$ cat config.mk
export PLATFORM = sky130hd
export DESIGN_NAME = ucc_param
export DESIGN_NICKNAME = d
export VERILOG_FILES = /design/src/rtl/ucc_pkg.sv /design/src/rtl/ucc_param.sv
export SDC_FILE = /design/constraint.sdc
export NUM_CORES = 1
export LEC_CHECK = 0
export BUFFER_PORTS_ARGS = -buffer_cell sky130_fd_sc_hd__buf_2
export CORE_MARGIN = 1
export CORE_UTILIZATION = 52
export DETAILED_ROUTE_END_ITERATION = 8
export HOLD_SLACK_MARGIN = 0.12
export PLACE_DENSITY = 0.88
export SETUP_SLACK_MARGIN = 0.05
export SYNTH_ARGS = -nofsm -noshare
export SYNTH_HDL_FRONTEND = slang
export SYNTH_SLANG_ARGS = --single-unit
$ cat constraint.sdc
create_clock -name clk -period 2.4 [get_ports clk]
set_input_delay 0.48 -clock clk [delete_from_list [all_inputs] [get_ports clk]]
set_output_delay 0.48 -clock clk [all_outputs]
set_load 0.05 [all_outputs]
$ cat src/rtl/ucc_pkg.sv
// rtl/ucc_pkg.sv - operation encoding shared by the universal counter cell and its users.
package ucc_pkg;

  typedef enum logic [2:0] {
    HOLD = 3'd0,
    UP   = 3'd1,
    DOWN = 3'd2,
    LOAD = 3'd3,
    SHL  = 3'd4,
    SHR  = 3'd5,
    CLR  = 3'd6,
    RSVD = 3'd7
  } mode_e;

endpackage

$ cat src/rtl/ucc_param.sv
// rtl/ucc_param.sv - parametrised universal counter / shift register with modulus wrap.
// Carry/borrow outputs are combinational so instances cascade into wider counters.
module ucc_param
  import ucc_pkg::*;
#(
  parameter int WIDTH   = 8,
  parameter int MODULUS = 2 ** WIDTH
) (
  input  logic             clk,
  input  logic             rst,
  input  mode_e            mode,
  input  logic             cen,
  input  logic             sin,
  input  logic [WIDTH-1:0] pin,
  output logic [WIDTH-1:0] q,
  output logic             tc_up,
  output logic             tc_dn,
  output logic             zero,
  output logic             sout,
  output logic             wrap
);

  localparam logic [WIDTH-1:0] MAXV = WIDTH'(MODULUS - 1);
  localparam logic [WIDTH-1:0] ONE  = WIDTH'(1);

  logic [WIDTH-1:0] q_q, q_d;
  logic             wrap_q, wrap_d;

  always_comb begin
    q_d    = q_q;
    wrap_d = 1'b0;
    case (mode)
      UP: begin
        if (cen) begin
          // Out-of-range values (left by LOAD) also fold back to zero.
          if (q_q >= MAXV) begin
            q_d    = '0;
            wrap_d = 1'b1;
          end else begin
            q_d = q_q + ONE;
          end
        end
      end
      DOWN: begin
        if (cen) begin
          if (q_q == '0) begin
            q_d    = MAXV;
            wrap_d = 1'b1;
          end else begin
            q_d = q_q - ONE;
          end
        end
      end
      LOAD:    q_d = pin;
      SHL:     q_d = {q_q[WIDTH-2:0], sin};
      SHR:     q_d = {sin, q_q[WIDTH-1:1]};
      CLR:     q_d = '0;
      default: q_d = q_q;
    endcase
  end

  always_ff @(posedge clk or posedge rst) begin
    if (rst) begin
      q_q    <= '0;
      wrap_q <= 1'b0;
    end else begin
      q_q    <= q_d;
      wrap_q <= wrap_d;
    end
  end

  assign q     = q_q;
  assign wrap  = wrap_q;
  assign zero  = (q_q == '0);
  assign tc_up = (mode == UP) && cen && (q_q >= MAXV);
  assign tc_dn = (mode == DOWN) && cen && (q_q == '0);
  assign sout  = (mode == SHL) ? q_q[WIDTH-1] : q_q[0];

endmodule

==> results of run 1 <==
==> per-stage QoR <==
step / cells / TNS (ps) / total power [W] / hold WS, ps / instance area, um^2
after global routing: 203 / -115 / 0.00129 / 196 / 1370
after detailed placement: 195 / 0 / 0.00103 / 467 / 1270
after global placement: 195 / 0 / 0.000996 / 459 / 1270
final: 203 / -35.9 / 0.00122 / 169 / 1370
after CTS: 202 / -9.80 / 0.00119 / 179 / 1350
after floorplan: 142 / -1020 / 0.000815 / 308 / 1060
==> state kept, by name (all words and copies together), names as in the netlist <==
signal,count
wrap,1
q,8
==> power breakdown <==
part           total (W)  internal, W  switching, W
clock network   0.000128    0.0000644     0.0000632
logic           0.000860     0.000319      0.000541
registers       0.000230     0.000194     0.0000361
total            0.00122     0.000577      0.000640
==> worst max-delay path, cell delays in order, from the launching register on <==
cell and delay, ps:
sky130_fd_sc_hd__dfrtp_2 440, sky130_fd_sc_hd__inv_4 70, sky130_fd_sc_hd__ha_4 120, sky130_fd_sc_hd__or4b_4 490, sky130_fd_sc_hd__nor4_4 200, sky130_fd_sc_hd__and3_4 230, sky130_fd_sc_hd__buf_8 140
==> how the worst max path moves through the flow <==
stage                     endpoint  depth (start not counted)  slack [ps]
final                        tc_dn                          6         -40
after global routing         tc_dn                          6         -90
after CTS                    tc_dn                          6         -10
after detailed placement     tc_dn                          6          70
after global placement       tc_dn                          6         110
after floorplan              tc_dn                          6        -590
==> layer usage <==
metal	vias up	GRT usage [%]	routed length, um
met5	-	0	0
met3	14	3.14	321
li1	584	-	-
met1	590	45.9	1350
met2	78	53.9	1600
met4	0	13.5	93
==> area by class of cell <==
type	count	area share (%)
Multi-Input combinational cell	115	56.1
Timing Repair Buffer	45	21.6
Sequential cell	9	16.6
Tap cell	25	2.28
Clock buffer	4	1.91
Inverter	5	1.55
==> timing repair <==
item	4_1_cts	5_1_grt
gates resized for setup	9	2
buffers inserted	3	1
endpoints found under the setup margin	3	3
pin swaps	3	1
==> cell families (layout without fill, tap and decap cells) <==
family / Yosys count / after routing / share of synthesized area, %
flops: 9 / 9 / 21.8
xor+xnor: 3 / 3 / 2.55
fa+ha+maj: 3 / 3 / 3.40
mux: 9 / 9 / 8.74
simple gates: 55 / 55 / 29.7
buf+inv: 18 / 54 / 6.92
compound gates: 45 / 45 / 26.8
==> cells in the final DEF, fill, tap and decap left out, types with 2 or more instances in the layout <==
cell	netlist	routed
sky130_fd_sc_hd__a21oi_1	8	8
sky130_fd_sc_hd__a2bb2oi_1	2	2
sky130_fd_sc_hd__and3_1	5	4
sky130_fd_sc_hd__buf_2	3	24
sky130_fd_sc_hd__buf_4	0	18
sky130_fd_sc_hd__buf_8	0	2
sky130_fd_sc_hd__clkbuf_4	0	3
sky130_fd_sc_hd__dfrtp_1	9	7
sky130_fd_sc_hd__dfrtp_2	0	2
sky130_fd_sc_hd__ha_4	0	2
sky130_fd_sc_hd__inv_1	5	3
sky130_fd_sc_hd__mux2i_1	9	9
sky130_fd_sc_hd__nand2_1	14	14
sky130_fd_sc_hd__nand2b_1	2	2
sky130_fd_sc_hd__nand3_1	5	5
sky130_fd_sc_hd__nor2_1	12	12
sky130_fd_sc_hd__nor2b_1	4	4
sky130_fd_sc_hd__nor3_1	4	3
sky130_fd_sc_hd__o21a_1	2	2
sky130_fd_sc_hd__o21ai_0	14	13
sky130_fd_sc_hd__o21ai_1	8	9
sky130_fd_sc_hd__o311ai_1	2	2
sky130_fd_sc_hd__xnor2_1	2	2
==> results.md, run 1 <==
- The total count of hold-check failures in the final report came to 0.
- After synthesis, the largest area contributor takes up about 22% of total cell area.
- After detailed routing, the number of remaining DRC violations is 0.
- The flow ran to the end, but the final reports show violations.
- Measured along the y axis, the die boundary spans around 47 um.
- The peak supply drop is around 0.00057 V.
- Compared with the post-synthesis result, the final layout area differs by 33.3%.
- After floorplanning, the core was divided into 15 placement rows.
- The total of fill cells in the finished design is 132.
- The routed layout has approximately 1300 vias.
- Routability-driven placement finished with a final weighted congestion of 0.890.
- The number of antenna violations at the first check in global routing is 0.
- In this run, distinct cell masters in the synthesized netlist total between 40 and 50.
- The average routed wire per standard cell is 16.6 um.
- In the global route stage, overall resource usage came out at between 30% and 40%.
- The most area-hungry cell type in the Yosys netlist is sky130_fd_sc_hd__dfrtp_1.
- The number of warnings printed during yosys synthesis is 0.
- A synthesized cell averages 7.26 um^2.
- Summing every instance area after synthesis gives 0.00103 mm^2.
- Entering global routing, the biggest net connects 16 pins.
- The die footprint is roughly 0.0022 mm^2.
- The starting utilization of the core area is 57.8%.
- Before antenna repair, the detailed router went through 4 iterations.
- The setup-violating endpoint count in the final report is 1.
- The final cycle utilization of the critical path is 101%.
- The post-route clock skew is ~4.2 ps.
- The number of instances in the synthesized netlist is approximately 140.
- The net count of the finished layout is 196.
- Buffers placed on the I/O ports in this run total 27.
- The maximum clock path buffer count is 2.
- The total of hold buffers inserted after clock tree synthesis is 0.
- The register bit total from synthesis is 9.
- The worst setup path is of the flip-flop to primary output kind.
- The number of global-route vias before repair was 1093.
- Clock-pin slew was measured on the worst setup and hold paths at 70 ps.
- In this run the number of H-tree levels came out at 1.
- The worst register-to-register path has a setup slack of 320 ps.
- The commonest cells after synthesis are 14 x sky130_fd_sc_hd__nand2_1, 14 x sky130_fd_sc_hd__o21ai_0, 12 x sky130_fd_sc_hd__nor2_1.
- The terminus of the critical flop-to-flop path is q[0]$_DFFE_PP0P_.
- The worst setup path is captured at a primary output.
- The setup slack after layout is -35.9 ps.
- After synthesis, the share of flip-flops with an asynchronous set or reset is 100%.
- The total power density per cell area is 886 mW/mm^2.
- Sequential elements use 21.8% of the synthesized area.
- The slew at the pin closest to its max-slew limit is 623 ps.
- The wire length of the first global-routing pass is a little over 5000 um.
- The length in cells of the worst reg-to-reg path is 9.
- The maximum frequency from static timing analysis is 0.411 GHz.
- The total nets after synthesis is 159.
- The number of antenna diodes in the final layout is 0.
- The multi-input combinational cells in the finished layout cover a total of 771 um^2.
- The utilization after layout is 77.1%.
- In this run the worst path has a maximum fanout of 3.
- Ranked by total cell area, the synthesized netlist is headed by sky130_fd_sc_hd__dfrtp_1 22%, sky130_fd_sc_hd__mux2i_1 8.7%, sky130_fd_sc_hd__o21ai_0 6.8%.
- Setup repair after global routing could not meet its margin everywhere.
- In the routed layout, each cell is associated on average with a via count of between 6 and 7.
- 28 I/O pins were placed.
- The most critical setup path has its startpoint at q[1]$_DFFE_PP0P_.
- At the later pin of the worst-skew pair, clock insertion delay measures 270 ps.
- The checks that failed: negative setup slack.
- The count of flip-flops with a built-in enable after synthesis is 0.
- The min-delay analysis places its worst path in the category input port to asynchronous set/reset pin.
- Headroom to the max-slew limit came out at 58.3%.
- For this block, the initial DRC count from the detailed router was 71.
- Among all flip-flop cells after synthesis, the most frequent one is sky130_fd_sc_hd__dfrtp_1.
- The startpoint type of the worst setup path is a flip-flop.
- For this run the aggregate overflow at the end of global routing stands at 0.
- At the worst endpoint, the arrival time is 1960 ps.
- Summed over all layers, the routed wires come to 3370 um.
- The startpoint identified for the worst register-to-register timing path is q[1]$_DFFE_PP0P_.
- The sequential standard cell area is 228 um^2.
- The proportion of layout cells with a drive suffix above 1 is 34.3%.
- The core region is 0.00178 mm^2.
- Detailed placement finished with a half-perimeter wire length of 2360 um.
- The tree is rooted in a sky130_fd_sc_hd__clkbuf_4.
- The leakage dissipation is ~0.63 nW.
- The worst endpoint required time is 1920 ps.
- The clock tree from TritonCTS is built.
- The chip width is 46.5 um.
- The clock period minus worst slack is 2440 ps.
- OpenSTA, run right after detailed placement, puts the worst setup slack at approximately 67 ps.
- The number of maximum-capacitance violations is 0.
- The number of max-slew violations in the final report is 0.
- The tree built by TritonCTS fans out to 9 sinks.
- The count of antenna-violating nets left after detailed routing is 0.
- The number of buffers inserted during clock tree synthesis is 3.
Note: power is estimated with default switching activity, not from simulation.
==> run 2, diff against run 1 <==
- CORE_UTILIZATION: 52 -> 47
- PLACE_DENSITY: 0.88 -> 0.85
- clock period: 2.4 -> 2.2 ns (I/O delays scaled with it)
==> run 2 against run 1 <==
The flow still finishes with violations (negative setup slack). Cell area up 2.0%. Critical path depth is the same. Count of clock-buffer cells in the layout fell by 1. Core utilization down 7.1 points. Global-route usage shrank 4.3 points. Sequential share of layout area shrank 0.15 points. Die area increased by 10%. Clock skew up 3.0 ps. Power rose by 11%. Clock power rose by 10%. Non-clock buffer count increased by 3. Largest cell class unchanged. Highest routed layer unchanged.
==> results.md, run 2 (synthesized netlist as in run 1, its figures left out) <==
- The worst endpoint required time is about 1800 ps.
- The worst hold-check path type is input port to asynchronous set/reset pin.
- After the last flow step, the layout net total stands at 199.
- The checks that failed: negative setup slack.
- In the final routed layout, each cell accounts on average for ~16 um.
- The startpoint type of the worst setup path is a flip-flop.
- CTS built an H-tree with a depth of 1.
- Setup slack on the critical path of the routed design comes to -191 ps.
- The number of placed I/O pins is 28.
- Tracing the worst setup path back leads to its startpoint at q[0]$_DFFE_PP0P_.
- The number of core rows is 16.
- The total power density per cell area is 967 mW/mm^2.
- The aggregate routed wire length is 3290 um.
- The flip-flop count of the largest register after layout is 8.
- The sum of met2 wire segment lengths after detailed routing is 1560 um.
- Timing would allow up to approximately 0.42 GHz.
- The clock latency of the later-clocked register in the worst-skew pair is about 270 ps.
- The detailed placer's ending HPWL is 2240 um.
- The count of clock tree sinks is 9.
- The count of antenna-violating nets left after detailed routing is 0.
- The clock input transition at the sequential cells of the worst setup and hold paths is 80 ps.
- The worst slack at placement is -200 ps.
- The root buffer cell chosen for the clock tree is sky130_fd_sc_hd__clkbuf_4.
- The overall via count from detail_route is roughly 1300.
- The number of global-route vias before repair is 1162.
- After detailed routing, the wire length on met1 is between 1000 and 1500 um.
- The maximum clock path buffer count is 2.
- The total DRC errors in the routed layout is 0.
- The worst flop-to-flop path startpoint is q[0]$_DFFE_PP0P_.
- Entering global routing, the biggest net connects 15 pins.
- The worst setup path is captured at a primary output.
- For this run the aggregate overflow at the end of global routing stands at 0.
- The critical path contains buffers and inverters numbering 2 combined.
- The proportion of layout cells with a drive suffix above 1 is 37.6%.
- Setup repair after global routing could not meet its margin everywhere.
- Measured in cells, the most critical reg-to-reg path has a length of 10.
- The library cells used most frequently in the layout, excluding fill and tap cells, are 24 x sky130_fd_sc_hd__buf_2, 20 x sky130_fd_sc_hd__buf_4, 14 x sky130_fd_sc_hd__nand2_1, 13 x sky130_fd_sc_hd__o21ai_0, 12 x sky130_fd_sc_hd__nor2_1.
- The number of port buffers is 27.
- After detailed routing, no signal wire sits above met4.
- The longest individual stage delay on the worst path is 490 ps.
- In this run the worst path has a maximum fanout of 2.
- The height of the chip is 48.8 um.
- Across the run, the number of max-cap violations was 0.
- The wire length of the first global-routing pass is 5480 um.
- Data arrives at the worst endpoint at 1950 ps.
- The violation count after the first detailed-route iteration is 57.
- The worst path in the final design needs a cycle of 2390 ps, including I/O delays and setup.
- The leakage dissipation is 0.644 nW.
- In this run the tightest slew margin relative to its limit is 61.3%.
- The setup-violating endpoint count in the final report is 2.
- The via density per instance is 6.08.
- The run finished, with violations left.
- The number of buffers inserted during clock tree synthesis is 3.
- The post-route clock skew is 7.28 ps.
- The most common cell after layout, fill and taps aside is sky130_fd_sc_hd__buf_2.
- Across every metal layer, demand over resource in global routing totals between 20 and 30%.
- The total count of hold-check failures in the final report came to 0.
- The class of the most critical setup path is flip-flop to primary output.
- The number of antenna violations at the first check in global routing is 0.
- The floorplan step defined a die boundary enclosing 0.00238 mm^2.
- The number of antenna diodes in the final layout is 0.
- The placeable core region is about 0.0020 mm^2.
- The number of max-slew violations in the final report is 0.
- The area growth from synthesis to final layout is 35.9%.
- Cells fill 70.0% of the core in the end.
- The library cell contributing the largest single delay on the critical path is sky130_fd_sc_hd__or4b_4.
- The slew at the pin closest to its max-slew limit is 573 ps.
- The sequential cells in the finished layout cover a total of 230 um^2.
- The area of combinational cells with multiple inputs is 766 um^2.
- The final RePlAce weighted congestion is 0.872.
- From left edge to right edge, the die measures 48.8 um.
- The signal on the critical path passes through inv_2, ha_4, or4b_4, nor4_4, and3_4, buf_8.
- The layout has 163 filler cells.
- Counting buffers and inverters, the worst setup path is 6 cells deep.
- Grouping stages by cell kind, the critical path spends the most delay in simple AND/OR/NAND/NOR gates.
- The first detailed-routing pass ran for 4 iterations.
- The worst-case IR drop observed on VDD is 0.000579 V.
- The routed length on met3 is 361 um.
- TritonCTS built the clock tree.
- The worst path uses 109% of the clock period.
- Once the floorplan was initialized, standard cells occupied slightly above 50% of the core.
run 2: changes by cell type in the layout (fill, tap and decap cells not counted), sizes merged:
cell	delta
buf	+3
clkinv	+1
clkbuf	-1
run 2: per-stage QoR:
step / instances / power [W] / cell area (um^2) / setup TNS [ps] / hold slack [ps]
floorplan: 142 / 0.000892 / 1070 / -1990 / 268
global placement: 197 / 0.00108 / 1280 / -125 / 432
detailed placement: 197 / 0.00110 / 1280 / -237 / 448
CTS: 206 / 0.00131 / 1380 / -336 / 160
global route: 208 / 0.00143 / 1400 / -494 / 180
finish: 208 / 0.00135 / 1400 / -346 / 138
run 2: power by group:
group / internal [W] / switching [W]
logic: 0.000371 / 0.000562
registers: 0.000213 / 0.0000676
clock network: 0.0000672 / 0.0000739
run 2: layout make-up:
type	count	share of cell area [%]
multi-input cells	115	54.6
repair buffers	48	23.0
flip-flops and latches	9	16.4
well taps	27	2.41
clock buffers	3	1.61
inverters	5	1.52
clock inverters	1	0.357
run 2: path summary, 6_finish.rpt:
kind	endpoint	slack, ps
setup / recovery	tc_dn	-190
hold reg to reg	q[5]$_DFFE_PP0P_	680
hold / removal	q[6]$_DFFE_PP0P_	140
setup reg to reg	q[0]$_DFFE_PP0P_	50
min in group clk	wrap$_DFF_PP0_	460
max in group asynchronous	q[0]$_DFFE_PP0P_	1750
run 2: what timing repair did:
action                     4_1_cts  5_1_grt
setup buffers                    5        2
setup endpoints to repair        3        3
hold buffers                     0        0
pin swaps                        3        1
resized for setup                9        3
run 2: worst reg2reg max path: stages, from the launching register on:
cell and delay (ps):
sky130_fd_sc_hd__dfrtp_2 420, sky130_fd_sc_hd__inv_2 80, sky130_fd_sc_hd__ha_4 120, sky130_fd_sc_hd__or4b_4 490, sky130_fd_sc_hd__nor4_4 220, sky130_fd_sc_hd__buf_4 190
sky130_fd_sc_hd__buf_4 110, sky130_fd_sc_hd__buf_6 100, sky130_fd_sc_hd__a21oi_2 60, sky130_fd_sc_hd__mux2i_1 120, sky130_fd_sc_hd__a2bb2oi_1 180
run 2: per-layer routing:
| layer | track usage [%] | up-vias |
|---|---|---|
| met3 | 5.30 | 2 |
| met4 | 8.33 | 0 |
| li1 | - | 593 |
| met5 | 0 | - |
| met1 | 37.6 | 583 |
| met2 | 50.5 | 87 |
